## config.mk

```make
export PLATFORM = sky130hd
export DESIGN_NAME = wb_select_unit
export DESIGN_NICKNAME = d
export VERILOG_FILES = /design/src/rtl/wb_select_unit.sv
export SDC_FILE = /design/constraint.sdc
export NUM_CORES = 1
export LEC_CHECK = 0
export CAP_MARGIN = 20
export CORE_MARGIN = 5
export CORE_UTILIZATION = 55
export CTS_CLUSTER_DIAMETER = 80
export DETAILED_ROUTE_END_ITERATION = 10
export PLACE_DENSITY = 0.83
export SLEW_MARGIN = 20
export SYNTH_ARGS = -nofsm -noshare
export SYNTH_HDL_FRONTEND = slang
export SYNTH_SLANG_ARGS = --single-unit
```

## constraint.sdc

```tcl
create_clock -name clk -period 14.1 [get_ports clk]
set_input_delay 2.82 -clock clk [delete_from_list [all_inputs] [get_ports clk]]
set_output_delay 2.82 -clock clk [all_outputs]
set_load 0.05 [all_outputs]
```

## src/rtl/wb_select_unit.sv

```systemverilog
// wb_select_unit: registers the ALU/shifter/HI/LO writeback result, owns HI/LO and a shift-add MULTU unit.
module wb_select_unit #(
  parameter int WIDTH = 32
) (
  input  logic             clk,
  input  logic             reset,
  input  logic             in_valid,
  output logic             in_ready,
  input  logic [5:0]       funct,
  input  logic [WIDTH-1:0] alu_out,
  input  logic [WIDTH-1:0] shift_out,
  input  logic [WIDTH-1:0] src_a,
  input  logic [WIDTH-1:0] src_b,
  output logic             out_valid,
  output logic [WIDTH-1:0] data_out,
  output logic             out_illegal,
  output logic             busy,
  output logic [WIDTH-1:0] hi_out,
  output logic [WIDTH-1:0] lo_out
);
  localparam int CW = $clog2(WIDTH + 1);
  localparam logic [5:0] F_AND = 6'b100100, F_OR = 6'b100101, F_ADD = 6'b100000, F_SUB = 6'b100010,
                         F_SLT = 6'b101010, F_SLL = 6'b000000, F_MFHI = 6'b010000, F_MFLO = 6'b010010,
                         F_MULTU = 6'b011001;
  logic [WIDTH-1:0] data_q, data_d, hi_q, hi_d, lo_q, lo_d, mcand_q, mcand_d, mplier_q, mplier_d, sel;
  logic [2*WIDTH:0] acc_q, acc_d, acc_sh;
  logic [WIDTH:0]   sum;
  logic [CW-1:0]    cnt_q, cnt_d, cnt_nx;
  logic             valid_q, valid_d, illegal_q, illegal_d, busy_q, busy_d;
  logic             accept, is_mul, is_alu, known, start, done;
  always_comb begin
    accept    = in_valid && !busy_q;
    is_mul    = funct == F_MULTU;
    is_alu    = funct inside {F_AND, F_OR, F_ADD, F_SUB, F_SLT};
    known     = is_alu || funct inside {F_SLL, F_MFHI, F_MFLO};
    start     = accept && is_mul;
    sel       = is_alu ? alu_out : funct == F_SLL ? shift_out :
                funct == F_MFHI ? hi_q : funct == F_MFLO ? lo_q : '0;
    data_d    = accept && !is_mul ? sel : data_q;
    valid_d   = accept && !is_mul;
    illegal_d = accept && !is_mul && !known;
    // carry out of the upper-half add lands in bit 2*WIDTH before the shift
    sum       = acc_q[2*WIDTH:WIDTH] + {1'b0, mplier_q[0] ? mcand_q : '0};
    acc_sh    = {sum, acc_q[WIDTH-1:0]} >> 1;
    cnt_nx    = cnt_q - CW'(1);
    done      = busy_q && cnt_nx == '0;
    mcand_d   = start ? src_a : mcand_q;
    mplier_d  = start ? src_b : busy_q ? mplier_q >> 1 : mplier_q;
    acc_d     = start ? '0 : busy_q ? acc_sh : acc_q;
    cnt_d     = start ? CW'(WIDTH) : busy_q ? cnt_nx : cnt_q;
    busy_d    = start ? 1'b1 : done ? 1'b0 : busy_q;
    hi_d      = done ? acc_sh[2*WIDTH-1:WIDTH] : hi_q;
    lo_d      = done ? acc_sh[WIDTH-1:0] : lo_q;
  end
  always_ff @(posedge clk or posedge reset) begin
    if (reset) begin
      data_q    <= '0;
      valid_q   <= 1'b0;
      illegal_q <= 1'b0;
      busy_q    <= 1'b0;
      hi_q      <= '0;
      lo_q      <= '0;
      cnt_q     <= '0;
      acc_q     <= '0;
      mcand_q   <= '0;
      mplier_q  <= '0;
    end else begin
      data_q    <= data_d;
      valid_q   <= valid_d;
      illegal_q <= illegal_d;
      busy_q    <= busy_d;
      hi_q      <= hi_d;
      lo_q      <= lo_d;
      cnt_q     <= cnt_d;
      acc_q     <= acc_d;
      mcand_q   <= mcand_d;
      mplier_q  <= mplier_d;
    end
  end
  assign in_ready    = !busy_q;
  assign busy        = busy_q;
  assign out_valid   = valid_q;
  assign out_illegal = illegal_q;
  assign data_out    = data_q;
  assign hi_out      = hi_q;
  assign lo_out      = lo_q;
endmodule

```

==> results.md, run 1 <==
| Parameter | Value |
|---|---|
| Outcome | complete, no violations |
| Type of destination of the critical path | output pin |
| Crit path DAT | 3240 ps |
| Most frequent cell after synthesis | nand2_1 |
| Initial core utilization | 56.0% |
| Path class of the lowest-slack min-delay path | flip-flop to flip-flop |
| Port-buffer cells | 236 |
| Placed Cells incl. Taps | 1652 |
| Final Max Tran Viols | 0 |
| Filler Cell Count | 1506 |
| Netlist cell types | 59 |
| Initial antenna violation count | 1 |
| Max-cap check violation count | 0 |
| Setup tns final | 0 ps |
| Fraction of layout instances using a drive strength above 1 | 11.2% |
| Count of pins on the block boundary | 237 |
| Final hold violations | 0 |
| Maximum buffer depth of the clock tree | 3 |
| Clk_lat worst skew | 510 ps |
| Number of global-route vias before repair | 10000 |
| First-pass GRT wire length | 51.3 mm |
| Data required time at the worst endpoint | 11280 ps |
| Final critical-path required period | 6060 ps |
| Final RePlAce weighted congestion | 0.925 |
| Number of enable-type register cells in the synthesized netlist | 0 |
| Sort of element at the start of the critical path | flip-flop |
| Clock sink total | 232 |
| Fraction of met1 tracks used by global routing | 34.5% |
| Largest net degree at the start of global routing | 113 |
| Layer with the highest usage after global routing | met2 |
| Total overflow reported by the global router | 0 |
| Cell leakage power | 7.36 nW |
| VDD IR-drop max | 79.2 uV |
| Number of gates given a new drive strength after cts | 0 |
| Share of synthesized area occupied by flip-flops and latches | 49.3% |
| P per Cell Area | 101 nW/um^2 |
| WS Path Type | flip-flop to output pin |
| Post-CTS setup-driven buffer insertion count | 0 |
| Horizontal die dimension | 156 microns |
| Max FO, Critical Path | 100 |
| Fin nets | 1576 |
| Cells taking the most area after synthesis | dfrtp_1 49%, nand2_1 9.3%, mux2_2 8.4% |
| Per-cell routed wire length | 18.8 microns |
| Synth-to-layout area growth | 29.6% |
| Achievable frequency | 0.165 GHz |
| ANT cells | 0 |
| Mean Syn Cell Area | 9.77 sq um |
| Overall routing resource usage | 25.5% |
| Clock buffer count from CTS | 25 |
| Max-slew headroom at the worst pin | 23.2% |
| DRC violation count after routing | 0 |
| CTS root buf | clkbuf_16 |
| Slew @ Worst Pin | 1150 ps |
| Yosys top cell area share | 49.3% |
| Hold path startpoint | data_out[2]$_DFFE_PP0P_ |
| Total number of vias | 9855 |
| Share of flip-flops with an asynchronous set or reset | 100% |
| Number of flip-flops and latches in the synthesized netlist | 232 |
| Maximum level of the CTS H-tree | 1 |
| Clock tree from TritonCTS | yes |
| Crit path launch | busy$_DFFE_PP0P_ |
| Total wire length | 31.8 mm |
| Number of instances in the synthesized netlist | 1206 |
| GR Layer Usage met3 | 5.50% |
| Clock transition at the registers of the reported paths | 60 ps |
| Post-CTS Hold Buffers | 0 |
| Core area | 21000 sq um |
| Die Span Y | 156 microns |
| Unrepaired setup endpoints after global routing | false |
| Synth warnings | 0 |
| Met2 layer usage reported by global route | 42.3% |
| Launch point of the worst reg-to-reg path | mplier_q[0]$_DFFE_PP0P_ |
| Standard-cell row count | 53 |
| Netlist area before placement | 11800 sq um |
| Largest area contributor in the netlist | dfrtp_1 |
| Non-Filler Instances | 1696 |
| Post-synth top cells | 292 x nand2_1, 232 x dfrtp_1, 140 x o21ai_0, 88 x mux2_2, 57 x clkbuf_1 |
| Setup Viol. Count Final | 0 |
| Count of nets left with antenna violations after detail routing | 0 |
| Die footprint | 24400 sq um |
| Iteration-0 DRC count of the detailed router | 911 |
| Half-perimeter wire length after placement | 22.0 mm |
| Top FF cell, synth | dfrtp_1 |
| Final period utilization | 43.0% |
| Post-Route Skew | 11.9 ps |
| Number of nets produced by synthesis | 1378 |
| Via density per instance | 5.81 |
| Drt first pass iters | 8 |
## worst max-delay path, stage by stage, from the launching register on
cell and delay (ps):
dfrtp_4 900, buf_4 810, clkdlybuf4s50_1 950
## area by class of cell
type | instances | area, sq um | area share, %
multi-input combinational | 876 | 5620 | 36.8
sequential | 232 | 5810 | 38.0
timing repair buffer | 245 | 2420 | 15.9
tap | 275 | 344 | 2.25
inverter | 24 | 97.6 | 0.639
clock inverter | 14 | 277 | 1.81
clock buffer | 30 | 694 | 4.55
## power by group
group / switching (mW) / leakage (nW) / total, mW / internal (mW)
logic: 0.0430 / 3.71 / 0.0917 / 0.0487
clock network: 0.268 / 0.477 / 0.763 / 0.495
registers: 0.0121 / 3.17 / 0.693 / 0.681
## worst paths after layout
kind,end,slack (ps),cells after the start
max in group asynchronous,busy$_DFFE_PP0P_,9160,4
min in group asynchronous,mplier_q[28]$_DFFE_PP0P_,2860,2
min,data_out[2]$_DFFE_PP0P_,480,2
min reg2reg,data_out[2]$_DFFE_PP0P_,480,2
max reg2reg,hi_out[21]$_DFFE_PP0P_,10240,11
max,busy,8040,2
## placed cells by master (no fill, tap or decap), types with 4 or more instances in the layout
master and instances:
nand3_1 22, and3_1 13, mux2_2 88, nand2_1 289, mux2i_1 31, a222oi_1 32, o21ai_0 140, xor2_1 9
bufinv_16 8, clkbuf_16 25, inv_1 22, xnor2_1 19, clkdlybuf4s50_1 235, nor3_1 11, a21o_1 17, nor2_1 20
and2_1 33, clkinv_2 4, a31oi_1 5, nor2b_1 4, dfrtp_1 231, a21oi_1 34, o21bai_1 4, o21a_1 6
nand4_1 4, a211oi_1 5, buf_4 9, ha_1 34, clkbuf_8 5, o31ai_1 6
## per-layer routing
metal	up-vias	wire length (microns)
met5	-	0
li1	4643	-
met1	4774	13500
met2	385	15000
met3	53	2660
met4	0	619
## stage by stage
step	hold WS (ps)	util [%]	total power, mW	setup slack, ps	cell area (sq um)
finish	476	72.6	1.55	8040	15300
global route	507	72.6	1.60	7890	15300
CTS	483	72.6	1.56	8050	15300
detailed placement	469	68.0	0.796	8480	14300
global placement	461	68.0	0.792	8510	14300
floorplan	439	-	0.740	4920	11800
## state kept, by name (all words and copies together), names as in the netlist
register	flops
lo_out	32
acc_q	63
mplier_q	32
cnt_q	6
data_out	32
mcand_q	32
busy	1
hi_out	32
out_valid	1
out_illegal	1
## kinds of logic (layout without fill, tap and decap cells)
family | Yosys count | count (layout) | synth area share, %
AO/OA/AOI/OAI | 277 | 277 | 15.3
buffers and inverters | 98 | 313 | 3.20
AND/OR/NAND/NOR | 417 | 417 | 15.3
XOR/XNOR | 28 | 28 | 2.08
flip-flops | 232 | 232 | 49.3
multiplexers | 119 | 119 | 11.0
adder cells (fa/ha/maj) | 35 | 35 | 3.78
(Power assumes the default switching activity.)
==> run 2: changes to the inputs <==
Settings changed: CORE_UTILIZATION 55 to 52, PLACE_DENSITY 0.83 to 0.79.
Clock period 14.1 ns to 5.6 ns, I/O delays scaled along.
==> run 2 against run 1 <==
Net effect: hold slack better by 2.9 ps; critical path depth grew 9; setup slack got worse by 6200 ps; die area is 5.4% higher; count of clock-buffer cells in the layout rose by 4; non-clock buffer count is 2 higher; sequential share of layout area increased by 0.47 points; global-route usage fell by 2.0 points; sequential power grew to 2.5 times the previous value; critical path type is now flip-flop to flip-flop; largest power group is now registers.
==> results.md, run 2 (synthesis gave the netlist of run 1 again) <==
| Parameter | Value | Delta |
|---|---|---|
| Synth-to-layout area growth | 28.0% |  |
| Setup Viol. Count Final | 0 | unchanged |
| Via density per instance | 5.77 | -0.66% |
| Most frequent cells in the layout | 289 x nand2_1, 235 x clkdlybuf4s50_1, 231 x dfrtp_1, 140 x o21ai_0, 88 x mux2_2 |  |
| Hold path startpoint | mplier_q[23]$_DFFE_PP0P_ |  |
| Clock buffer count from CTS | 24 | -4.0% |
| Unrepaired setup endpoints after global routing | false |  |
| Filler Cell Count | 1773 | +18% |
| Clock transition at the registers of the reported paths | 60 ps | about the same |
| Slew @ Worst Pin | 1100 ps | -49.2 ps |
| Slowest cell on the critical path | dfrtp_1 |  |
| Data required time at the worst endpoint | 5990 ps | -5290 ps |
| Final critical-path required period | 3720 ps |  |
| Register ranked first by flip-flop count | acc_q |  |
| Area of combinational cells with multiple inputs | 5620 sq um | unchanged |
| Drt first pass iters | 6 | -2 |
| Overall routing resource usage | 23.5% | -2.0 points |
| Setup tns final | 0 ps | unchanged |
| Max-slew headroom at the worst pin | 26.5% | +3.3 points |
| Clk_lat worst skew | 510 ps | about the same |
| Initial antenna violation count | 0 | -1 |
| Clock tree from TritonCTS | yes |  |
| Maximum level of the CTS H-tree | 1 | unchanged |
| Half-perimeter wire length after placement | 22.5 mm | +2.0% |
| ANT cells | 0 | unchanged |
| Achievable frequency | 0.269 GHz |  |
| Post-CTS setup-driven buffer insertion count | 0 | unchanged |
| Path class of the lowest-slack min-delay path | flip-flop to flip-flop |  |
| Total number of vias | 9848 | -0.071% |
| Number of gates given a new drive strength after cts | 0 | unchanged |
| Min Hold Slack | 479 ps | +2.91 ps |
| Count of nets left with antenna violations after detail routing | 0 | unchanged |
| Launch point of the worst reg-to-reg path | mplier_q[0]$_DFFE_PP0P_ |  |
| Non-Filler Cell Area, Final | 15100 sq um | -1.2% |
| Non-Filler Instances | 1706 | +0.59% |
| Crit path DAT | 4110 ps | +870 ps |
| Total wire length | 31.6 mm | -0.84% |
| Final Max Tran Viols | 0 | unchanged |
| P per Cell Area | 230 nW/um^2 | +130% |
| Fin nets | 1577 | +0.063% |
| Post-CTS Hold Buffers | 0 | unchanged |
| Flip-flop count of the largest register, all copies and words added | 63 | unchanged |
| Count of pins on the block boundary | 237 | unchanged |
| Type of destination of the critical path | flip-flop |  |
| Sort of element at the start of the critical path | flip-flop |  |
| Placed Cells incl. Taps | 1664 | +0.73% |
| DRC violation count after routing | 0 | unchanged |
| Max-cap check violation count | 0 | unchanged |
| Fraction of layout instances using a drive strength above 1 | 10.8% | -0.42 points |
| Standard-cell row count | 55 | +3.8% |
| CTS root buf | clkbuf_16 |  |
| Family with the most delay on the worst path | compound AO/OA/AOI/OAI gates |  |
| Flip-flop and latch area | 5810 sq um | unchanged |
| Count of buffering cells on the critical path with inverters included | 0 | -2 |
| Crit path launch | mplier_q[0]$_DFFE_PP0P_ |  |
| Port-buffer cells | 236 | unchanged |
| Total overflow reported by the global router | 0 | unchanged |
| Post-Route Skew | 11.6 ps | -0.247 ps |
| Largest net degree at the start of global routing | 140 | +24% |
| First-pass GRT wire length | 50.3 mm | -1.9% |
| Commonest non-fill, non-tap cell in the layout | nand2_1 |  |
| Number of global-route vias before repair | 9593 | -4.4% |
| VDD IR-drop max | 194 uV | +150% |
| Iteration-0 DRC count of the detailed router | 979 | +7.5% |
| Area after detailed placement | 14300 sq um | +0.34% |
| Core area | 22500 sq um | +7.0% |
| Die footprint | 25800 sq um | +5.4% |
| Per-cell routed wire length | 18.5 microns | -1.4% |
| WS Path Type | flip-flop to flip-flop |  |
| Final period utilization | 66.4% |  |
| Maximum buffer depth of the clock tree | 3 | unchanged |
| Final RePlAce weighted congestion | 0.989 | +7.0% |
| Final hold violations | 0 | unchanged |
| Initial core utilization | 52.3% | -3.7 points |
| Chain of cells forming the critical path | and2_1 > ha_1 > fa_1 > a211o_1 > a2111oi_4 > or4b_1 > a21boi_1 > o41ai_2 > o21ai_1 > xor2_1 > mux2_2 |  |
| Outcome | complete, no violations |  |
| Clock sink total | 232 | unchanged |
| Cell leakage power | 7.26 nW | -1.4% |
| Die Span Y | 160 microns | +2.7% |
| Delay of the slowest critical-path stage | 700 ps | -250 ps |
| Max FO, Critical Path | 33 | -67% |
| Horizontal die dimension | 160 microns | +2.7% |
## run 2: changes by cell type in the layout (fill, tap and decap cells not counted), sizes merged
cell | before | now
buf | 9 | 12
bufinv | 8 | 0
clkbuf | 31 | 34
clkinv | 5 | 6
clkinvlp | 1 | 3
inv | 24 | 23
## run 2: layer usage
layer,GRT usage [%],routed length [microns],vias up
met2,38.4,14600,368
met4,6.30,795,0
met3,4.77,2400,53
met5,0,0,-
met1,32.1,13700,4782
li1,-,-,4645
## run 2: worst register-to-register path, delay by kind of cell, from the launching register on
kind	cells	cell delay (ps)
AOI/OAI and AO/OA	5	1320
xor gates and xnor gates	1	170
adders and majority gates	2	620
DFF	1	700
muxes	1	270
and+or+nand+nor	2	520
## run 2: report_power, final
part / switching (mW) / internal, mW / total [mW]
Combinational: 0.108 / 0.125 / 0.232
Clock: 0.642 / 0.855 / 1.50
Sequential: 0.0295 / 1.71 / 1.74
## run 2: final timing paths
path                                                 end  depth (start not counted)  slack, ps
worst min-delay path            mplier_q[22]$_DFFE_PP0P_                          2        480
worst max register to register    hi_out[29]$_DFFE_PP0P_                         11       1880
worst max-delay path              hi_out[29]$_DFFE_PP0P_                         11       1880
worst min register to register  mplier_q[22]$_DFFE_PP0P_                          2        480
min in group asynchronous       mplier_q[28]$_DFFE_PP0P_                          2       1100
max in group asynchronous               busy$_DFFE_PP0P_                          3       3250
## run 2: metrics by stage
stage                     worst slack [ps]  utilization [%]  power, mW
after floorplan                       1440                -       1.86
after global placement                1960             63.7       2.00
after detailed placement              1830             63.7       2.01
after CTS                             1860             67.0       3.50
after global routing                  1650             67.0       3.61
final                                 1880             67.0       3.47
## run 2: area by class of cell
| class | instances | area share (%) |
|---|---|---|
| sequential | 232 | 38.5 |
| multi-input combinational | 876 | 37.3 |
| timing repair buffer | 247 | 16.3 |
| clock buffer | 34 | 4.57 |
| tap | 285 | 2.36 |
| inverter | 24 | 0.622 |
| clock inverter | 8 | 0.299 |
==> run 3: changes to the inputs <==
Settings changed: CORE_UTILIZATION 52 to 47, PLACE_DENSITY 0.79 to 0.75.
Clock period 5.6 ns to 3.1 ns, I/O delays scaled along.
==> run 3 against run 2 <==
Net effect: the run now ends with negative setup slack left; fmax is 20% higher; via count is 1.4% higher; critical path depth stayed put; sequential share of layout area is 1.9 points lower; first-iteration DRC count is 23% lower; design area is 5.3% higher; cell count is 5.7% higher; global-route usage is 0.96 points lower; clock skew is 7.0 ps higher; core utilization is 3.4 points lower; total power is 89% higher.
==> results.md, run 3 (synthesis gave the netlist of run 1 again) <==
| Parameter | Value | Delta |
|---|---|---|
| Switching Fraction | 22.4% | -0.052 points |
| Initial antenna violation count | 0 | unchanged |
| Clock network fraction of design power | 45.6% | +2.5 points |
| Per-cell routed wire length | 18.1 microns | -2.2% |
| Clock sink total | 232 | unchanged |
| Count of nets left with antenna violations after detail routing | 0 | unchanged |
| Die Span Y | 168 microns | +4.9% |
| DRC violation count after routing | 0 | unchanged |
| Post-CTS Hold Buffers | 0 | unchanged |
| Port-buffer cells | 236 | unchanged |
| Final setup slack of the worst path | -3.44 ps | -1880 ps |
| Maximum level of the CTS H-tree | 1 | unchanged |
| VDD IR-drop max | 350 uV | +80% |
| Placed Cells incl. Taps | 1746 | +4.9% |
| Overall routing resource usage | 22.5% | -0.96 points |
| Flip-flop count of the largest register, all copies and words added | 63 | unchanged |
| Final period utilization | 100% | +34 points |
| Total number of vias | 9986 | +1.4% |
| Area of combinational cells with multiple inputs | 5840 sq um | +3.8% |
| Sw Pwr | 1.47 mW | +89% |
| Data required time at the worst endpoint | 3500 ps | -2490 ps |
| Half-perimeter wire length after placement | 23.0 mm | +2.3% |
| Final hold violations | 0 | unchanged |
| Filler Cell Count | 2026 | +14% |
| P per Cell Area | 413 nW/um^2 | +79% |
| Number of global-route vias before repair | 10200 | +5.9% |
| Initial core utilization | 47.2% | -5.2 points |
| Cell internal pwr | 5.09 mW | +89% |
| Via density per instance | 5.54 | -4.1% |
| Core area | 25000 sq um | +11% |
| Setup Viol. Count Final | 1 | +1 |
| Outcome | finished with violations |  |
| Max-cap check violation count | 0 | unchanged |
| Clk_lat worst skew | 530 ps | +20 ps |
| Violations in the final reports | negative setup slack |  |
| Max-slew headroom at the worst pin | 32.5% | +6.0 points |
| Clock buffer count from CTS | 26 | +8.3% |
| Area after detailed placement | 14700 sq um | +2.8% |
| Count of pins on the block boundary | 237 | unchanged |
| WS Path Type | flip-flop to flip-flop |  |
| Clock transition at the registers of the reported paths | 60 ps | about the same |
| Horizontal die dimension | 168 microns | +4.9% |
| Final Max Tran Viols | 0 | unchanged |
| Post-Route Skew | 18.6 ps | +7.01 ps |
| Drt first pass iters | 9 | +3 |
| Unrepaired setup endpoints after global routing | true |  |
| Final RePlAce weighted congestion | 0.941 | -4.9% |
| Maximum buffer depth of the clock tree | 3 | unchanged |
| Non-Filler Instances | 1804 | +5.7% |
| Die footprint | 28300 sq um | +10% |
| First-pass GRT wire length | 53.1 mm | +5.5% |
| Flip-flop and latch area | 5810 sq um | about the same |
| Largest net degree at the start of global routing | 124 | -11% |
| Crit path DAT | 3510 ps | -600 ps |
| Total wire length | 32.6 mm | +3.4% |
| Core utilization of the finished layout | 63.6% | -3.4 points |
| Non-Filler Cell Area, Final | 15900 sq um | +5.3% |
| Total overflow reported by the global router | 0 | unchanged |
| Standard-cell row count | 58 | +5.5% |
| CTS root buf | clkbuf_16 |  |
| Achievable frequency | 0.322 GHz | +20% |
| ANT cells | 0 | unchanged |
| Fraction of layout instances using a drive strength above 1 | 16.0% | +5.2 points |
| Register ranked first by flip-flop count | acc_q |  |
| Combinational fraction of design power | 6.4% | -0.3 points |
| Share of total power in sequential cells | 48.0% | -2.2 points |
| Sort of element at the start of the critical path | flip-flop |  |
| Max FO, Critical Path | 7 | -79% |
| Iteration-0 DRC count of the detailed router | 754 | -23% |
| Clock tree from TritonCTS | yes |  |
| Setup tns final | -3.44 ps | -3.44 ps |
| Path class of the lowest-slack min-delay path | input pin to async pin |  |
| Synth-to-layout area growth | 34.9% |  |
| Commonest non-fill, non-tap cell in the layout | nand2_1 |  |
| Type of destination of the critical path | flip-flop |  |
| Most frequent cells in the layout | 289 x nand2_1, 234 x clkdlybuf4s50_1, 230 x dfrtp_1, 138 x o21ai_0, 86 x mux2_2 |  |
| Slew @ Worst Pin | 1010 ps | -89.4 ps |
| Cell leakage power | 7.62 nW | +5.0% |
| Final critical-path required period | 3100 ps | -615 ps |
| Fin nets | 1627 | +3.2% |
==> run 3: worst paths after layout <==
path	start	end	slack (ps)	cells past startpoint
worst max-delay path	mplier_q[0]$_DFFE_PP0P_	acc_q[62]$_DFFE_PP0P_	-3	11
worst min-delay path	reset	mcand_q[0]$_DFFE_PP0P_	410	2
worst max register to register	mplier_q[0]$_DFFE_PP0P_	acc_q[62]$_DFFE_PP0P_	-3	11
worst min register to register	acc_q[1]$_DFFE_PP0P_	lo_out[0]$_DFFE_PP0P_	470	2
max in group asynchronous	reset	acc_q[61]$_DFFE_PP0P_	1720	3
min in group clk	acc_q[1]$_DFFE_PP0P_	lo_out[0]$_DFFE_PP0P_	470	2
==> run 3: final cells by class <==
class	instances	share of cell area [%]
Multi-Input combinational cell	876	36.7
Sequential cell	232	36.6
Timing Repair Buffer	295	18.2
Clock buffer	37	4.73
Tap cell	330	2.60
Inverter	24	0.591
Clock inverter	10	0.559
==> run 3: per-stage QoR <==
stage,power [mW],worst slack [ps],hold slack (ps)
6_report,6.56,-3.44,411
5_1_grt,6.83,-130,420
4_1_cts,6.64,-25.8,403
3_5_place_dp,3.63,-279,469
3_3_place_gp,3.61,-156,454
2_1_floorplan,3.37,-556,439
==> run 3: power by group through the flow <==
stage                     logic (mW)  clock network, mW  registers [mW]
final                          0.420               3.00            3.15
after global routing           0.467               3.21            3.16
after CTS                      0.427               3.06            3.15
after detailed placement       0.424                  0            3.20
after global placement         0.415                  0            3.20
after floorplan                0.152                  0            3.22
==> run 3: routing by layer <==
metal | routed length, microns | GRT usage [%]
met3 | 2450 | 4.98
met2 | 15500 | 37.3
met4 | 803 | 6.18
met5 | 0 | 0
met1 | 13900 | 30.1
==> run 3: what timing repair did <==
| action | CTS | global route |
|---|---|---|
| gates cloned | 1 | 0 |
| gates resized for setup | 23 | 17 |
| buffers inserted | 6 | 5 |
| pin swaps | 20 | 22 |
| setup endpoints to repair | 21 | 29 |
==> run 3: critical path: stages, from the launching register on <==
cell	delay, ps
dfrtp_2	440
buf_6	150
and2_4	140
ha_4	230
and2_4	150
a221oi_4	300
a2111oi_4	140
or2_1	270
a2111o_1	500
a2111oi_4	400
nor4_1	90
nand3b_1	160
